File: src/rtl/laser_drop_fifo_if.sv
// Bus bundle for laser_drop_fifo: multi-lane write side,
// single-entry pop side, occupancy and status flags.
interface laser_drop_fifo_if #(
  parameter int WIDTH = 8,
  parameter int DEPTH = 64,
  parameter int LANES = 2
);
  localparam int CW = $clog2(LANES) + 1;
  localparam int SW = $clog2(DEPTH) + 1;

  logic                   clear;
  logic [LANES*WIDTH-1:0] D;
  logic                   load;
  logic [CW-1:0]          load_count;
  logic                   read;
  logic [WIDTH-1:0]       Q;
  logic [SW-1:0]          size;
  logic                   empty;
  logic                   full;
  logic                   almost_empty;
  logic                   almost_full;
  logic                   overflow;
  logic                   underflow;

  modport master (
    output clear, D, load, load_count, read,
    input  Q, size, empty, full,
    input  almost_empty, almost_full,
    input  overflow, underflow
  );

  modport slave (
    input  clear, D, load, load_count, read,
    output Q, size, empty, full,
    output almost_empty, almost_full,
    output overflow, underflow
  );
endinterface

File: src/rtl/laser_drop_fifo.sv
// Multi-lane write, single pop FWFT FIFO with all-or-nothing
// writes and sticky overflow/underflow flags.
module laser_drop_fifo #(
  parameter int WIDTH    = 8,
  parameter int DEPTH    = 64,
  parameter int LANES    = 2,
  parameter int AF_LEVEL = DEPTH - LANES,
  parameter int AE_LEVEL = 1
) (
  input logic             clock,
  input logic             reset_n,
  laser_drop_fifo_if.slave bus
);
  localparam int AW = $clog2(DEPTH);
  localparam int SW = AW + 1;
  localparam int SX = SW + 1;
  localparam int CW = $clog2(LANES) + 1;

  logic [WIDTH-1:0] r_mem [DEPTH];
  logic [AW-1:0]    r_rd_ptr;
  logic [AW-1:0]    r_wr_ptr;
  logic [SW-1:0]    r_size;
  logic             r_ovf;
  logic             r_unf;

  logic             w_pop;
  logic             w_cnt_ok;
  logic [SX-1:0]    w_space;
  logic             w_wr;
  logic             w_wr_en;
  logic [SW-1:0]    w_add;
  logic [SW-1:0]    w_size_nxt;

  // Free room counts the slot freed by a same-cycle pop.
  assign w_pop    = bus.read && (r_size != '0);
  assign w_cnt_ok = (bus.load_count != '0) &&
                    (bus.load_count <= CW'(LANES));
  assign w_space  = SX'(DEPTH) - {1'b0, r_size} +
                    SX'(w_pop);
  assign w_wr     = bus.load && w_cnt_ok &&
                    (w_space >= SX'(bus.load_count));
  assign w_wr_en  = w_wr && !bus.clear;
  assign w_add    = w_wr ? SW'(bus.load_count) : '0;
  assign w_size_nxt = r_size + w_add - SW'(w_pop);

  // Pointers, occupancy and sticky errors; clear beats load/read.
  always_ff @(posedge clock or negedge reset_n) begin
    if (!reset_n) begin
      r_rd_ptr <= '0;
      r_wr_ptr <= '0;
      r_size   <= '0;
      r_ovf    <= 1'b0;
      r_unf    <= 1'b0;
    end else if (bus.clear) begin
      r_rd_ptr <= '0;
      r_wr_ptr <= '0;
      r_size   <= '0;
      r_ovf    <= 1'b0;
      r_unf    <= 1'b0;
    end else begin
      if (w_pop)
        r_rd_ptr <= r_rd_ptr + AW'(1);
      if (w_wr)
        r_wr_ptr <= r_wr_ptr + AW'(bus.load_count);
      r_size <= w_size_nxt;
      if (bus.load && !w_wr)
        r_ovf <= 1'b1;
      if (bus.read && (r_size == '0))
        r_unf <= 1'b1;
    end
  end

  // Lane storage; contents survive reset and clear by design.
  always_ff @(posedge clock) begin
    for (int i = 0; i < LANES; i++) begin
      if (w_wr_en && (CW'(i) < bus.load_count))
        r_mem[r_wr_ptr + AW'(i)] <=
          bus.D[i*WIDTH +: WIDTH];
    end
  end

  assign bus.Q            = r_mem[r_rd_ptr];
  assign bus.size         = r_size;
  assign bus.empty        = (r_size == '0);
  assign bus.full         = (r_size == SW'(DEPTH));
  assign bus.almost_empty = (r_size <= SW'(AE_LEVEL));
  assign bus.almost_full  = (r_size >= SW'(AF_LEVEL));
  assign bus.overflow     = r_ovf;
  assign bus.underflow    = r_unf;
endmodule

File: src/flat_wrapper.sv
// flat-port wrapper written by rule: the top's interface ports become plain ports
module laser_drop_fifo_flat 
#(
  parameter int WIDTH    = 8,
  parameter int DEPTH    = 64,
  parameter int LANES    = 2,
  parameter int AF_LEVEL = DEPTH - LANES,
  parameter int AE_LEVEL = 1
)
  (clock, reset_n, bus_clear, bus_D, bus_load, bus_load_count, bus_read, bus_Q, bus_size, bus_empty, bus_full, bus_almost_empty, bus_almost_full, bus_overflow, bus_underflow);
  laser_drop_fifo_if #(.WIDTH(WIDTH), .DEPTH(DEPTH), .LANES(LANES)) bus_i ();
  input logic clock;
  input logic reset_n;
  input wire logic [$bits(bus_i.clear)-1:0] bus_clear;
  input wire logic [$bits(bus_i.D)-1:0] bus_D;
  input wire logic [$bits(bus_i.load)-1:0] bus_load;
  input wire logic [$bits(bus_i.load_count)-1:0] bus_load_count;
  input wire logic [$bits(bus_i.read)-1:0] bus_read;
  output wire logic [$bits(bus_i.Q)-1:0] bus_Q;
  output wire logic [$bits(bus_i.size)-1:0] bus_size;
  output wire logic [$bits(bus_i.empty)-1:0] bus_empty;
  output wire logic [$bits(bus_i.full)-1:0] bus_full;
  output wire logic [$bits(bus_i.almost_empty)-1:0] bus_almost_empty;
  output wire logic [$bits(bus_i.almost_full)-1:0] bus_almost_full;
  output wire logic [$bits(bus_i.overflow)-1:0] bus_overflow;
  output wire logic [$bits(bus_i.underflow)-1:0] bus_underflow;
  assign bus_i.clear = bus_clear;
  assign bus_i.D = bus_D;
  assign bus_i.load = bus_load;
  assign bus_i.load_count = bus_load_count;
  assign bus_i.read = bus_read;
  assign bus_Q = bus_i.Q;
  assign bus_size = bus_i.size;
  assign bus_empty = bus_i.empty;
  assign bus_full = bus_i.full;
  assign bus_almost_empty = bus_i.almost_empty;
  assign bus_almost_full = bus_i.almost_full;
  assign bus_overflow = bus_i.overflow;
  assign bus_underflow = bus_i.underflow;
  laser_drop_fifo #(.WIDTH(WIDTH), .DEPTH(DEPTH), .LANES(LANES), .AF_LEVEL(AF_LEVEL), .AE_LEVEL(AE_LEVEL)) u_core (.clock(clock), .reset_n(reset_n), .bus(bus_i));
endmodule
File: config.mk
export PLATFORM = sky130hd
export DESIGN_NAME = laser_drop_fifo_flat
export DESIGN_NICKNAME = d
export VERILOG_FILES = /design/src/rtl/laser_drop_fifo_if.sv /design/src/rtl/laser_drop_fifo.sv /design/src/flat_wrapper.sv
export SDC_FILE = /design/constraint.sdc
export NUM_CORES = 1
export LEC_CHECK = 0
export ABC_CLOCK_PERIOD_IN_PS = 8200
export CAP_MARGIN = 0
export CORE_ASPECT_RATIO = 0.8
export CORE_UTILIZATION = 50
export CTS_CLUSTER_SIZE = 20
export DETAILED_ROUTE_END_ITERATION = 8
export GPL_ROUTABILITY_DRIVEN = 1
export PLACE_DENSITY = 0.74
export REMOVE_ABC_BUFFERS = 1
export SLEW_MARGIN = 20
export SYNTH_ARGS = -nofsm -noshare
export SYNTH_HDL_FRONTEND = slang
export SYNTH_SLANG_ARGS = --single-unit
File: constraint.sdc
create_clock -name clock -period 8.2 [get_ports clock]
set_input_delay 1.23 -clock clock [delete_from_list [all_inputs] [get_ports clock]]
set_output_delay 1.23 -clock clock [all_outputs]
set_load 0.01 [all_outputs]
### After elaboration in Yosys (flattened, before gate mapping)

Memory sizes are Yosys's and may differ from the RTL's.
Index checks and enable logic that the tools add are counted.

* equal/unequal tests: 1
* add/sub/neg operators: 7
* reduce and logical (&&, ||, !) cells: 18
* muxes and demuxes: 14
* $lt $le $gt $ge: 6

Operators with widths (count)
* 6-bit two-way mux: 4
* 6-bit by 1-bit adder with 6-bit output (second input constant): 2
* 2-bit nonzero test: 5
* 1-bit logical AND: 9
* 8-bit by 1-bit adder with 8-bit output: 1
* 8-bit by 2-bit >= comparator with 1-bit output: 1
* 1-bit two-way mux: 8
* 7-bit by 7-bit subtractor with 8-bit output (first input constant): 1
* 7-bit adder: 1
* 7-bit == test (second input constant): 1
* 7-bit by 6-bit >= comparator with 1-bit output (second input constant): 1
* 7-bit by 1-bit <= comparator with 1-bit output (second input constant): 1
* 7-bit logical NOT: 1
* 7-bit two-way mux: 1
* 7-bit nonzero test: 1
* 7-bit by 1-bit subtractor with 7-bit output: 1
* 6-bit by 2-bit adder with 6-bit output: 1
* 1-bit by 2-bit less-than comparator with 1-bit output (first input constant): 2
* 2-bit <= comparator (second input constant): 1
* 1-bit logical NOT: 2
* 2-bit two-way mux: 1

* bits in registers: 21
* word-level logic and storage cells: 52
* memories: 1
* memory bits (writable): 512
* input port bits: 23

Memory list
* u_core.r_mem: depth 64, bits a word 8, rd ports 1, clocked after memory_dff 0, write ports 2, line laser_drop_fifo.sv:19 `logic [WIDTH-1:0] r_mem [DEPTH];`

### Logic depth before layout (Yosys ltp)

* depth after elaboration: 9
* mapped depth: 24
* depth with buffers taken out: 22

### Worst setup path before layout

OpenSTA, ideal clock, no wires.

* path kind: register -> register
* from: register u_core.r_size[3] (netlist: u_core.bus.size[3])
* to: register u_core.r_size[6] (netlist: u_core.bus.size[6])
* clock period less this slack: 5191 ps
* data arrival time: 5055 ps
* stages on the path, launching flop included: 23
* data required time: 8064 ps
* setup time: 136 ps
* path buffers: 1
* path slack: 3009 ps
* path through: dfrtp_1 inv_1 ha_1 nand2_1 nor4_1 nand2b_1 clkinv_1 ha_1 ha_1 nand2b_1 a211o_1 nor4_2 clkbuf_1 nor2_1 nand2_1 ha_1 fa_1 nand2b_1 a21oi_1 o21ai_0 a21oi_1 or3_1 a21oi_1

* word-level cells in the longest chain between the ends: 9
* elaborated cells on any way between the ends: 10
* classes of those cells: 4 x add/sub; 1 x order compare; 2 x mux; 3 x reduce/logical

Ends and longest elaborated chain
* start: declaration: line laser_drop_fifo.sv:22 `logic [SW-1:0] r_size;`
* start signal: assignment: line laser_drop_fifo.sv:65 `r_size <= w_size_nxt;`
* branches (longest 7 deep; another with 7-bit by 7-bit subtractor with 8-bit output)
* 7-bit by 1-bit subtractor with 7-bit output (*): line laser_drop_fifo.sv:44 `assign w_size_nxt = r_size + w_add - SW'(w_pop);`
* 7-bit two-way mux (*): line laser_drop_fifo.sv:54 `end else if (bus.clear) begin`

Every way passes the cells marked *.
A chain may end at the register's enable or synchronous reset.

### Worst setup path after layout

* from: register u_core.r_rd_ptr[2]
* to: output bus_Q[7]

* word-level cells in the longest chain between the ends: 1

Ends and longest elaborated chain
* start: declaration: line laser_drop_fifo.sv:20 `logic [AW-1:0] r_rd_ptr;`
* start signal: assignment: line laser_drop_fifo.sv:62 `r_rd_ptr <= r_rd_ptr + AW'(1);`
* memory read 64 x 8 bit
* end: declaration: line flat_wrapper.sv:19 `output wire logic [$bits(bus_i.Q)-1:0] bus_Q;`

No other way between the ends.

==> metrics.log <==
[metrics] Final Util: 0.5584
[metrics] syn avg cell area: 14.36 um^2
[metrics] count of buffers added by post-CTS timing repair for setup: 0
[metrics] Max Clock Skew: 0.01823 ns
[metrics] source of the critical timing path: u_core.r_rd_ptr[2]
[metrics] launching element type of the critical path: flip-flop
[metrics] area of the mapped netlist: 0.02843 mm^2
[metrics] RSZ-0062 raised after global routing: false
[metrics] top achievable clock speed: 0.1579 GHz
[metrics] Resize count post-CTS: 0
[metrics] Slew Limit Headroom: 0.1971
[metrics] area enclosed by the die boundary: 0.05782 mm^2
[metrics] Remaining Overflow, GRT: 0
[metrics] hold-fix buffers at CTS: 0
[metrics] adder-cell area share of the yosys netlist: 0.01285
[metrics] fraction of synthesized cell area in xor and xnor cells: 0.005149
[metrics] relative area change from synthesis to final layout: 9.388%
[metrics] Tightest Pin Transition: 1.202 ns
[metrics] post-synthesis compound-gate area fraction: 0.1231
[metrics] Rows: 77
[metrics] reg2reg start: u_core.bus.size[3]
[metrics] ratio of cells with drive above 1 in the final layout: 0.2888
[metrics] share of synthesized area spent on multiplexers: 0.2073
[metrics] power density over the cells: 225.6 mW/mm^2
[metrics] minimum clock period: 6.333 ns
[metrics] number of global-route vias before repair: 18980
[metrics] wire length of the first global-routing pass: 132100 um
[metrics] biggest area consumer among synthesized cells: sky130_fd_sc_hd__edfxtp_1
[metrics] Worst-path clk slew: 0.07 ns
[metrics] worst min-delay path category: reg2reg
[metrics] Setup-failing EPs final: 0
[metrics] clock net sink count: 533
[metrics] setup total negative slack: 0 ns
[metrics] EDFF count, synth: 512
[metrics] simple-gate portion of the synthesized area: 0.05937
[metrics] fin worst setup slack: 1.867 ns
[metrics] Yosys warning count: 0
[metrics] share of the cycle needed by the critical path after routing: 0.7723
[metrics] Routed WL: 91630 um
[metrics] CTS H-tree depth: 2
[metrics] number of max-slew violations in the final report: 0
[metrics] worst-case clock buffer depth: 3
[metrics] starting density of the core: 0.5105
[metrics] WP data required: 6.97 ns
[metrics] detailed-placement wirelength estimate: 58340 um
[metrics] number of nets still failing antenna checks after routing: 0
[metrics] Post-Syn Instances: 1980
[metrics] Unique masters post-synth: 71
[metrics] max-cap violations: 0
[metrics] share of Yosys cell area claimed by the top area cell type: 0.5408
[metrics] Crit path arrival time: 5.10 ns
[metrics] maximum number of pins on one net before global-route repair: 65
[metrics] Static Leak: 9.681 nW
[metrics] Synth async-reset ratio: 0.03940
[metrics] clock latency reported for the late side of the worst-skew pair: 0.64 ns
[metrics] flops & latches, synth: 533
[metrics] net count reported at finish: 1976
[metrics] IR drop worst, VDD: 0.1925 mV
[metrics] global routing usage summed across all routing layers: 0.3160
[metrics] clock tree from TritonCTS: yes
[metrics] die extent in y: 215.3 um
[metrics] startpoint of the worst hold path: u_core.bus.overflow
[metrics] total via count in the routed design: 19800
[metrics] post-detailed-route wirelength per cell: 33.70 um
[metrics] drt via density: 7.284
[metrics] classification of the worst setup path: reg2out
[metrics] dominant combinational cell family by area after synthesis: multiplexers
[metrics] maximum net fanout on the critical path: 21
[metrics] Inserted Clock Buffers: 52
[metrics] detailed-routing iteration count for the pre-antenna-repair pass: 8
[metrics] hold violation total from the final report: 0
[metrics] crit end category: output pin
[metrics] count of port buffers added during placement: 43
[metrics] DR DRC count: 0
[metrics] Area contributors post-synth: sky130_fd_sc_hd__edfxtp_1, sky130_fd_sc_hd__mux2_2, sky130_fd_sc_hd__mux4_2
[metrics] status: completed
[metrics] number of antenna violations at the first check in global routing: 1
[metrics] final standard cell count with taps included and fillers excluded: 2719
[metrics] routability-driven placement congestion ratio: 1.026
[metrics] number of top-level design ports: 44
[metrics] sequential fraction of the synthesis area: 0.5593
[metrics] Starting DRT DRC Count: 3695
[metrics] worst setup slack after placement: 2.218 ns
[metrics] placed insts: 2620
[metrics] Root Buffer Master: sky130_fd_sc_hd__clkbuf_16
[metrics] Die W: 268.6 um
[metrics] core area: 0.05569 mm^2
[metrics] Most used DFF post-synth: sky130_fd_sc_hd__edfxtp_1
-- area by class of cell --
cell class,count,area (um^2)
tap,750,938.4
fill,4399,24590
inverter,21,78.83
sequential,533,15910
timing repair buffer,92,789.5
antenna,2,5.005
multi-input combinational,1225,11720
clock inverter,28,252.7
clock buffer,68,1404
-- cells in the mapped netlist, types with 21 or more instances --
| master | instances |
|---|---|
| sky130_fd_sc_hd__clkbuf_1 | 109 |
| sky130_fd_sc_hd__o21ai_0 | 42 |
| sky130_fd_sc_hd__dfrtp_1 | 21 |
| sky130_fd_sc_hd__nor2_1 | 44 |
| sky130_fd_sc_hd__mux2_2 | 247 |
| sky130_fd_sc_hd__nand2_1 | 123 |
| sky130_fd_sc_hd__mux4_2 | 110 |
| sky130_fd_sc_hd__a22oi_1 | 23 |
| sky130_fd_sc_hd__mux2i_1 | 52 |
| sky130_fd_sc_hd__buf_1 | 27 |
| sky130_fd_sc_hd__a21oi_1 | 30 |
| sky130_fd_sc_hd__o2bb2ai_1 | 258 |
| sky130_fd_sc_hd__nand2_2 | 26 |
| sky130_fd_sc_hd__edfxtp_1 | 512 |
| sky130_fd_sc_hd__nand3_1 | 31 |
| sky130_fd_sc_hd__buf_2 | 56 |
| sky130_fd_sc_hd__ha_1 | 26 |
-- critical path, cell delays in order (launching register included) --
cell	delay, ns
sky130_fd_sc_hd__dfrtp_1	0.36
sky130_fd_sc_hd__buf_4	0.27
sky130_fd_sc_hd__nor2b_1	0.97
sky130_fd_sc_hd__nand2_1	0.80
sky130_fd_sc_hd__o221ai_1	0.58
sky130_fd_sc_hd__a211oi_1	0.08
sky130_fd_sc_hd__a31oi_1	0.48
sky130_fd_sc_hd__a22o_1	0.31
sky130_fd_sc_hd__clkdlybuf4s50_1	0.59
-- where the power goes --
group          internal, mW  switching [mW]
sequential             3.01           0.114
clock                  1.33            1.08
combinational         0.663           0.812
total                  5.00            2.01
-- sequential cells by signal, indices dropped and copies added, names as in the netlist --
signal and count:
u_core.bus.overflow 1, u_core.bus.size 7, u_core.bus.underflow 1, u_core.r_mem 512
u_core.r_rd_ptr 6, u_core.r_wr_ptr 6
-- cells in the final DEF, fill, tap and decap left out, types with 32 or more instances in the layout --
cell,count
sky130_fd_sc_hd__edfxtp_1,512
sky130_fd_sc_hd__o2bb2ai_1,258
sky130_fd_sc_hd__mux2_2,247
sky130_fd_sc_hd__nand2_1,123
sky130_fd_sc_hd__mux4_2,110
sky130_fd_sc_hd__clkbuf_16,54
sky130_fd_sc_hd__mux2i_1,52
sky130_fd_sc_hd__buf_4,52
sky130_fd_sc_hd__nor2_1,43
sky130_fd_sc_hd__clkdlybuf4s50_1,32
-- metal layers --
metal,GRT usage,up-vias,routed length [um]
li1,-,7891,-
met1,0.4565,9887,34710
met2,0.4280,1738,37660
met3,0.1175,286,15030
met4,0.1248,2,4192
met5,0,-,45
-- path summary, 6_finish.rpt --
| path | endpoint | slack [ns] | cells after the start |
|---|---|---|---|
| hold reg to reg | u_core.bus.overflow | 0.51 | 2 |
| setup / recovery | bus_Q[7] | 1.87 | 8 |
| hold / removal | u_core.bus.overflow | 0.51 | 2 |
| setup reg to reg | u_core.r_mem[7][0] | 2.32 | 14 |
| max in group asynchronous | u_core.r_rd_ptr[1] | 7.24 | 1 |
| min in group asynchronous | u_core.r_rd_ptr[2] | 0.57 | 1 |
-- per-stage QoR --
step | total power, mW | hold WS (ns) | instance area (um^2)
2_1_floorplan | 4.154 | 0.5264 | 27570
3_3_place_gp | 4.585 | 0.4862 | 29370
3_5_place_dp | 4.597 | 0.4962 | 29400
4_1_cts | 6.955 | 0.5115 | 31050
5_1_grt | 7.165 | 0.5228 | 31090
6_report | 7.016 | 0.5076 | 31100
-- logic make-up after synthesis --
kind of cell    after synthesis
buf+inv                     222
simple gates                320
mux                         419
xor+xnor                     15
flops                       533
fa+ha+maj                    28
compound gates              443
Power figures use the tool's default switching activity.
